**src/rtl/sprite_pkg.sv**
```systemverilog
// sprite_pkg: command word layout, reserved codes and sequencer states
package sprite_pkg;
  localparam int COMP_MSB = 31;
  localparam int COMP_LSB = 26;
  localparam int ACT_MSB = 20;
  localparam int ACT_LSB = 17;
  localparam int BUF_BIT = 13;
  localparam logic [5:0] COMP_IDLE = 6'd0;
  localparam logic [3:0] ACT_UPDATE = 4'h1;
  localparam logic [3:0] ACT_SWAP = 4'hF;
  localparam logic [31:0] CMD_COMMIT = 32'h001E0000;
  typedef enum logic [1:0] {IDLE, WAIT_VBLANK, SWAP, FLIP} seq_state_t;
  function automatic logic is_commit(input logic [31:0] w);
    return w[COMP_MSB:COMP_LSB] == COMP_IDLE && w[ACT_MSB:ACT_LSB] == ACT_SWAP;
  endfunction
  function automatic logic [31:0] restamp(input logic [31:0] w, input logic b);
    logic [31:0] r;
    r = w;
    if (w[ACT_MSB:ACT_LSB] == ACT_UPDATE) r[BUF_BIT] = b;
    return r;
  endfunction
  function automatic logic [31:0] swap_word(input logic [5:0] id, input logic b);
    logic [31:0] r;
    r = '0;
    r[COMP_MSB:COMP_LSB] = id;
    r[ACT_MSB:ACT_LSB] = ACT_SWAP;
    r[BUF_BIT] = b;
    return r;
  endfunction
endpackage

```
**src/rtl/sprite_frame_sequencer_cmd_fifo.sv**
```systemverilog
// cmd_fifo: synchronous command FIFO with first-word-visible head
module cmd_fifo #(
  parameter int WIDTH = 32,
  parameter int DEPTH = 16
) (
  input  logic                     clk,
  input  logic                     reset,
  input  logic                     push,
  input  logic                     pop,
  input  logic [WIDTH-1:0]         din,
  output logic [WIDTH-1:0]         dout,
  output logic                     full,
  output logic                     empty,
  output logic [$clog2(DEPTH):0]   level
);
  localparam int AW = $clog2(DEPTH);
  logic [WIDTH-1:0] mem_q [DEPTH];
  logic [AW-1:0] wr_q, wr_d, rd_q, rd_d;
  logic [AW:0] level_q, level_d;
  logic do_push, do_pop;
  assign full = level_q == (AW+1)'(DEPTH);
  assign empty = level_q == '0;
  assign level = level_q;
  assign dout = mem_q[rd_q];
  always_comb begin
    do_push = push && !full;
    do_pop = pop && !empty;
    wr_d = wr_q + AW'(do_push);
    rd_d = rd_q + AW'(do_pop);
    level_d = level_q + (AW+1)'(do_push) - (AW+1)'(do_pop);
  end
  always_ff @(posedge clk) begin
    if (reset) begin
      wr_q <= '0;
      rd_q <= '0;
      level_q <= '0;
    end else begin
      wr_q <= wr_d;
      rd_q <= rd_d;
      level_q <= level_d;
    end
  end
  always_ff @(posedge clk) if (do_push) mem_q[wr_q] <= din;
endmodule

```
**src/rtl/sprite_frame_sequencer.sv**
```systemverilog
// sprite_frame_sequencer: queues sprite commands and issues vblank-aligned buffer swaps
module sprite_frame_sequencer
  import sprite_pkg::*;
#(
  parameter int FIFO_DEPTH = 16,
  parameter int NUM_COMPONENTS = 16,
  parameter int VBLANK_START = 480
) (
  input  logic                          clk,
  input  logic                          reset,
  input  logic                          cmd_valid,
  output logic                          cmd_ready,
  input  logic [31:0]                   cmd_data,
  input  logic [9:0]                    hcount,
  input  logic [9:0]                    vcount,
  output logic [31:0]                   sprite_writedata,
  output logic                          back_buffer,
  output logic [15:0]                   frame_count,
  output logic [$clog2(FIFO_DEPTH):0]   fifo_level,
  output logic                          overflow
);
  seq_state_t state_q, state_d;
  logic [5:0] idx_q, idx_d;
  logic [31:0] out_q, out_d;
  logic back_q, back_d;
  logic [15:0] frame_q, frame_d;
  logic overflow_q, overflow_d;
  logic full, empty, pop;
  logic [31:0] head;
  logic unused_hcount;
  assign unused_hcount = ^hcount;
  assign cmd_ready = !full;
  assign sprite_writedata = out_q;
  assign back_buffer = back_q;
  assign frame_count = frame_q;
  assign overflow = overflow_q;
  cmd_fifo #(.WIDTH(32), .DEPTH(FIFO_DEPTH)) u_fifo (
    .clk(clk), .reset(reset), .push(cmd_valid && !full), .pop(pop),
    .din(cmd_data), .dout(head), .full(full), .empty(empty), .level(fifo_level)
  );
  always_comb begin
    state_d = state_q;
    idx_d = idx_q;
    out_d = '0;
    back_d = back_q;
    frame_d = frame_q;
    pop = 1'b0;
    overflow_d = overflow_q || (cmd_valid && full);
    case (state_q)
      IDLE: if (!empty) begin
        pop = 1'b1;
        state_d = is_commit(head) ? WAIT_VBLANK : IDLE;
        out_d = is_commit(head) ? '0 : restamp(head, back_q);
      end
      WAIT_VBLANK: if (vcount >= 10'(VBLANK_START)) begin
        state_d = SWAP;
        idx_d = 6'd1;
      end
      SWAP: begin
        out_d = swap_word(idx_q, back_q);
        idx_d = idx_q + 6'd1;
        state_d = idx_q == 6'(NUM_COMPONENTS) ? FLIP : SWAP;
      end
      FLIP: begin
        back_d = !back_q;
        frame_d = frame_q + 16'd1;
        state_d = IDLE;
      end
      default: state_d = IDLE;
    endcase
  end
  always_ff @(posedge clk) begin
    if (reset) begin
      state_q <= IDLE;
      idx_q <= '0;
      out_q <= '0;
      back_q <= 1'b1;
      frame_q <= '0;
      overflow_q <= 1'b0;
    end else begin
      state_q <= state_d;
      idx_q <= idx_d;
      out_q <= out_d;
      back_q <= back_d;
      frame_q <= frame_d;
      overflow_q <= overflow_d;
    end
  end
endmodule

```
**config.mk**
```make
export PLATFORM = sky130hd
export DESIGN_NAME = sprite_frame_sequencer
export DESIGN_NICKNAME = d
export VERILOG_FILES = /design/src/rtl/sprite_pkg.sv /design/src/rtl/sprite_frame_sequencer_cmd_fifo.sv /design/src/rtl/sprite_frame_sequencer.sv
export SDC_FILE = /design/constraint.sdc
export NUM_CORES = 1
export LEC_CHECK = 0
export BUFFER_PORTS_ARGS = -buffer_cell sky130_fd_sc_hd__clkbuf_2
export CORE_MARGIN = 4
export CORE_UTILIZATION = 35
export DETAILED_ROUTE_END_ITERATION = 10
export GPL_TIMING_DRIVEN = 0
export HOLD_SLACK_MARGIN = 0.1
export PLACE_DENSITY_LB_ADDON = 0.12
export SLEW_MARGIN = 20
export SYNTH_ARGS = -nofsm -noshare
export SYNTH_HDL_FRONTEND = slang
export SYNTH_SLANG_ARGS = --single-unit
```
**constraint.sdc**
```tcl
create_clock -name clk -period 4.58 [get_ports clk]
set_input_delay 0.229 -clock clk [delete_from_list [all_inputs] [get_ports clk]]
set_output_delay 0.229 -clock clk [all_outputs]
set_load 0.05 [all_outputs]
```
======== Word-level counts from Yosys, hierarchy flattened ========
Memory sizes are Yosys's and may differ from the RTL's. A register that Yosys moved wholly into a read port is not among the register bits.
Index checks and enable logic that the tools add are counted.
word-level totals
  output and inout port bits .............. 56
  register bits after elaboration ......... 71
  input port bits ......................... 55
  RAM bits ................................ 512
  memories kept ........................... 1
cells by class
  muxes and demuxes ....................... 16
  reductions and logical operators ........ 15
  equal/unequal tests ..................... 9
  $lt $le $gt $ge ......................... 1
  $add $sub $neg .......................... 6
memories
  memory        words  width  rd ports  clocked after memory_dff  write ports  RTL line                               RTL
  u_fifo.mem_q  16     32     1         1                         1            sprite_frame_sequencer_cmd_fifo.sv:17  logic [WIDTH-1:0] mem_q [DEPTH];
operators by type and width
  kind                                                   count
  two-way mux 32 bit                                     2
  case mux 32 bit (2 select lines)                       1
  adder 16 x 1 -> 16 bit (second input constant)         1
  case mux 6 bit (2 select lines)                        1
  >= comparator 10 x 9 -> 1 bit (second input constant)  1
  adder 4 x 1 -> 4 bit                                   2
  case mux 2 bit (4 select lines)                        1
  two-way mux 1 bit                                      7
  adder 6 x 1 -> 6 bit (second input constant)           1
  equality test 6 x 5 -> 1 bit (second input constant)   1
  zero test 6 bit                                        1
  two-way mux 6 bit                                      1
  adder 5 x 1 -> 5 bit                                   1
  equality test 5 bit (second input constant)            1
  logical AND 1 bit                                      5
  zero test 5 bit                                        1
  subtractor 5 x 1 -> 5 bit                              1
  equality test 2 bit (second input constant)            2
  equality test 4 x 1 -> 1 bit (second input constant)   1
  equality test 4 bit (second input constant)            1
  two-way mux 2 bit                                      2
  two-way mux 4 bit                                      1
  inequality test 2 bit (second input constant)          2
  AND reduction 2 bit                                    2
  5 further kinds                                        7

======== Longest topological paths before layout ========
  depth after elaboration ................. 6
  depth in mapped cells ................... 13
  gate-level depth less buffers ........... 12

======== Hierarchy ========
A second synthesis with hierarchy kept.
second synthesis, totals
  cells, all modules ...................... 1248
  area total of the unflattened synthesis .. 22602.9 um2
modules (own cells, without submodules)
  module                  instances  area each (um2)  seq. area each (um2)  cells each
  cmd_fifo                1          20300.7          15635.0               1010
  sprite_frame_sequencer  1          2302.2           1161.1                238

======== Worst setup path before layout ========
Ideal clock, no wire load.
  kind .................................... register to register
  from .................................... register u_fifo.level_q[2] (netlist: u_fifo.level[2])
  to ...................................... memory u_fifo.mem_q[0][0], enable pin
  slack ................................... -0.061 ns
  cell stages (with the launch flop) ...... 7
  data arrival time ....................... 4.180 ns
  path buffers ............................ 0
  period minus slack after synthesis ...... 4.641 ns
  required time ........................... 4.119 ns
  setup time .............................. 0.461 ns
  cell sequence ........................... dfxtp_1 inv_1 ha_1 nand4_1 nand2_1 or3_1 nor3_1
on the way
  word-level cells in the longest chain between the ends .. 6
RTL lines
  what                                       RTL line                               RTL
  from (decl)                                sprite_frame_sequencer_cmd_fifo.sv:19  logic [AW:0] level_q, level_d;
  from (signal assigned)                     sprite_frame_sequencer_cmd_fifo.sv:40  level_q <= level_d;
  equality test 5 bit *                      sprite_frame_sequencer_cmd_fifo.sv:21  assign full = level_q == (AW+1)'(DEPTH);
  zero test 1 bit *                          -
  via cmd_ready                              sprite_frame_sequencer.sv:12           output logic cmd_ready,
  logical AND 1 bit                          sprite_frame_sequencer.sv:38           .clk(clk), .reset(reset), .push(cmd_valid && !full), .pop(pop),
  logical AND 1 bit *                        sprite_frame_sequencer_cmd_fifo.sv:26  do_push = push && !full;
  two-way mux 1 bit *                        sprite_frame_sequencer_cmd_fifo.sv:43  always_ff @(posedge clk) if (do_push) mem_q[wr_q] <= din;
  two-way mux 1 bit (not written as such) *  sprite_frame_sequencer_cmd_fifo.sv:43
  to (decl)                                  sprite_frame_sequencer_cmd_fifo.sv:17
Mark *: on every way through the listed nets, which the timed path passes. The rest lies on a longest branch.

==> impl_metrics.yaml <==
power_and_ir_drop:
  comb_power_share_pct: 22.7
  pleak_nw: 9.01
  share_of_power_burned_in_the_clock_network_pct: 36.0
  power_density_nw_per_um2: 544
  vdd.ir_drop.worst_uv: 347
  power_switching_mw: 4.16
  seqPwrFrac_pct: 41.3
  power.share.switching_pct: 28.0
  cell_internal_pwr_mw: 10.7
yosys:
  yosysUniqueCellTypes: 51
  postSynthCellCount: 1085
  flip_flop_and_latch_count_after_synthesis: 583
  mappedNetlistNets: 1159
  ys.warnings.count: 0
  syn-mean-instance-area_um2: 20.6
  ys_seq_area_share_pct: 75.3
  async_flop_share_pct: 0
  synth_ff_type: "edfxtp_1"
  number_of_synthesized_flops_with_an_enable_pin: 512
  synthesis.area_um2: 22300
die:
  die_w_um: 260
  initial_utilization_pct: 35.4
  fp.dieArea_um2: 67900
  floorplan.core_area_um2: 63100
  num_io_pins: 111
  placement_rows: 92
  floorplan.die.height_um: 260
placement:
  port_buffers: 95
  place_hpwl_um: 36200
  dp_cells: 2071
  finalWeightedCongestion: 0.710
drt:
  total_iterations_of_the_first_detailed_routing_run: 5
  drt.antenna.violating_nets: 0
  wl_per_cell_um: 24.8
  drt_iter0_drc: 921
  routed_via_density: 5.01
  routed-via-count: 11200
  drt_wl_total_um: 55300
  route.detailed.drc: 0
critical_path:
  timing.critical_path.to_type: "register"
  cp_max_fo: 10
  cp_data_arrival_time_ps: 3960
  critical-path-top-delay-family: "buffers and inverters"
  critPathLaunchType: "register"
  total_buffers_and_inverters_traversed_by_the_critical_path: 3
  cp_cell_sequence: "clkbuf_1 -> clkbuf_1 -> clkbuf_1 -> nand2_1 -> o221ai_1 -> o22ai_1 -> a2111oi_2"
  max_stage_delay_ps: 700
  path_common_cell: "clkbuf_1"
  worst-setup-path-type: "register to register"
  master_of_the_slowest_instance_on_the_critical_path: "clkbuf_1"
  critical_path_rt_ps: 5040
final_layout:
  areaGrowthSynthToFinish_pct: 22.6
  ratio_of_cells_with_drive_above_1_in_the_final_layout_pct: 31.6
  num-fill-cells: 5578
  final-instance-count-excl-fill: 2231
  nNetsFinal: 1403
  sequential_cell_area_um2: 16800
  multiInputGateArea_um2: 5300
grt:
  antenna_found_initial: 2
  grt_pass1_wl_um: 81500
  grt_usage_pct: 16.5
  grt_pass1_vias: 11800
  maximum_number_of_pins_on_one_net_before_global_route_repair: 17
  global_route.overflow_total: 0
sta:
  rsz_0062_raised_after_global_routing: "false"
  timing.final.crit_share_pct: 76.4
  final-hold-violation-count: 0
  setup_tns_ps: 0
  finalMaxSlewViolations: 0
  timing.max_slew.rel_slack_pct: 29.8
  holdWs_ps: 163
  finalCriticalPeriod_ps: 3500
  max_freq_mhz: 286
  timing_worst_slew_pin_value_ps: 1050
  final-setup-viol-count: 0
  final.setup_skew_ps: 22.6
clock_network:
  post_cts.repair.setup_buffers: 0
  cts-buffers-inserted: 67
  clock_latency_ps: 590
  tritoncts: "done"
  htree_num_levels: 3
  clock_tree.buffer_depth: 3
  clk_pin_slew_worst_paths_ps: 60
  numClockSinks: 583
  clk_root_buffer_cell: "clkbuf_16"
worst_hold_path:
  holdCritPathClass: "primary input to register"
status:
  outcome: "completed"
flow_run:
  max_cap_violations: 0
[metrics by stage]
step           power, mW  cell area, µm²  utilization (%)  setup WS, ps
3_5_place_dp        9.68           24800             39.3          1030
3_3_place_gp        9.62           23900             37.8         -2980
4_1_cts             15.1           27400             43.4          1020
6_report            14.9           27400             43.4          1080
5_1_grt             15.6           27400             43.4           840
2_1_floorplan       8.66           22300                -          73.4
[path summary, 6_finish.rpt]
| path | endpoint | slack, ps | depth (start not counted) | from |
|---|---|---|---|---|
| hold reg to reg | overflow | 500 | 2 | overflow |
| setup / recovery | sprite_writedata[3] | 1080 | 7 | u_fifo.rd_q[1] |
| setup reg to reg | sprite_writedata[3] | 1080 | 7 | u_fifo.rd_q[1] |
| hold / removal | idx_q[0] | 160 | 4 | vcount[8] |
[cell type report]
| class | count | share of cell area [%] |
|---|---|---|
| Antenna cell | 2 | 0.0183 |
| Buffer | 53 | 1.04 |
| Clock buffer | 97 | 7.02 |
| Clock inverter | 26 | 1.13 |
| Inverter | 15 | 0.206 |
| Multi-Input combinational cell | 434 | 19.4 |
| Sequential cell | 583 | 61.4 |
| Tap cell | 846 | 3.87 |
| Timing Repair Buffer | 175 | 5.97 |
[logic make-up after synthesis]
family | synth area share [%]
xor gates and xnor gates | 0.942
AOI/OAI and AO/OA | 2.36
DFF | 75.3
muxes | 14.8
buffers and inverters | 1.52
adders and majority gates | 1.10
and+or+nand+nor | 4.05
[worst min-delay path, delay by kind of cell]
family,cells,cell delay [ps]
compound gates,1,120
buf+inv,1,70
simple gates,2,280
[routing by layer]
layer  routed length, µm  track usage (%)  up-vias
met4                1010             3.64        0
li1                    -                -     4939
met5                   0                0        -
met3                2900             3.30       73
met2               26500             26.6      301
met1               24900             23.5     5867
[power by group through the flow]
| stage | registers, mW | clock network [mW] | logic, mW |
|---|---|---|---|
| after global placement | 6.28 | 0 | 3.35 |
| after CTS | 6.15 | 5.52 | 3.46 |
| after detailed placement | 6.26 | 0 | 3.42 |
| after global routing | 6.17 | 5.76 | 3.62 |
| after floorplan | 6.76 | 0 | 1.89 |
| final | 6.15 | 5.36 | 3.37 |
[what timing repair did]
action / 4_1_cts / 5_1_grt
endpoints found under the setup margin: 0 / 0
hold buffers: 35 / 0
resized for setup: 0 / 0
hold endpoints to repair: 517 / 0
[cells in the final DEF, fill, tap and decap left out, types with 10 or more instances in the layout]
master | netlist | routed
ha_1 | 18 | 18
edfxtp_1 | 512 | 512
inv_1 | 14 | 14
buf_16 | 0 | 17
buf_2 | 13 | 13
buf_6 | 7 | 10
nor2b_1 | 10 | 10
buf_4 | 4 | 18
nor3b_2 | 18 | 18
nor2_4 | 0 | 12
a22oi_1 | 22 | 22
dfxtp_1 | 71 | 71
clkbuf_2 | 0 | 97
nor2_1 | 50 | 38
o21ai_0 | 11 | 11
xor2_1 | 15 | 15
clkbuf_16 | 0 | 69
nand2_1 | 34 | 34
mux4_2 | 136 | 136
mux2i_1 | 23 | 23
clkbuf_1 | 26 | 43
dlygate4sd3_1 | 0 | 35
[Yosys cell counts (all sizes together) (6+ instances only)]
library cell / instances / area, µm²
a21oi: 9 / 45.0
a22oi: 22 / 165
and2: 7 / 43.8
buf: 27 / 185
clkbuf: 26 / 97.6
dfxtp: 71 / 1420
edfxtp: 512 / 15400
ha: 18 / 225
inv: 14 / 52.6
mux2i: 23 / 230
mux4: 136 / 3060
nand2: 34 / 128
nand3: 9 / 45.0
nand4: 6 / 37.5
nor2: 50 / 188
nor2b: 10 / 62.6
nor3: 6 / 30.0
nor3b: 18 / 225
o21ai: 12 / 60.1
o221ai: 6 / 52.6
xnor2: 9 / 78.8
xor2: 15 / 131
[flip-flops by register name, summed over array words and instances (netlist names)]
register	count
u_fifo.rd_q	4
u_fifo.wr_q	4
u_fifo.level	5
back_buffer	1
u_fifo.mem_q	512
frame_count	16
overflow	1
state_q	2
idx_q	6
sprite_writedata	32
(Power assumes the default switching activity.)
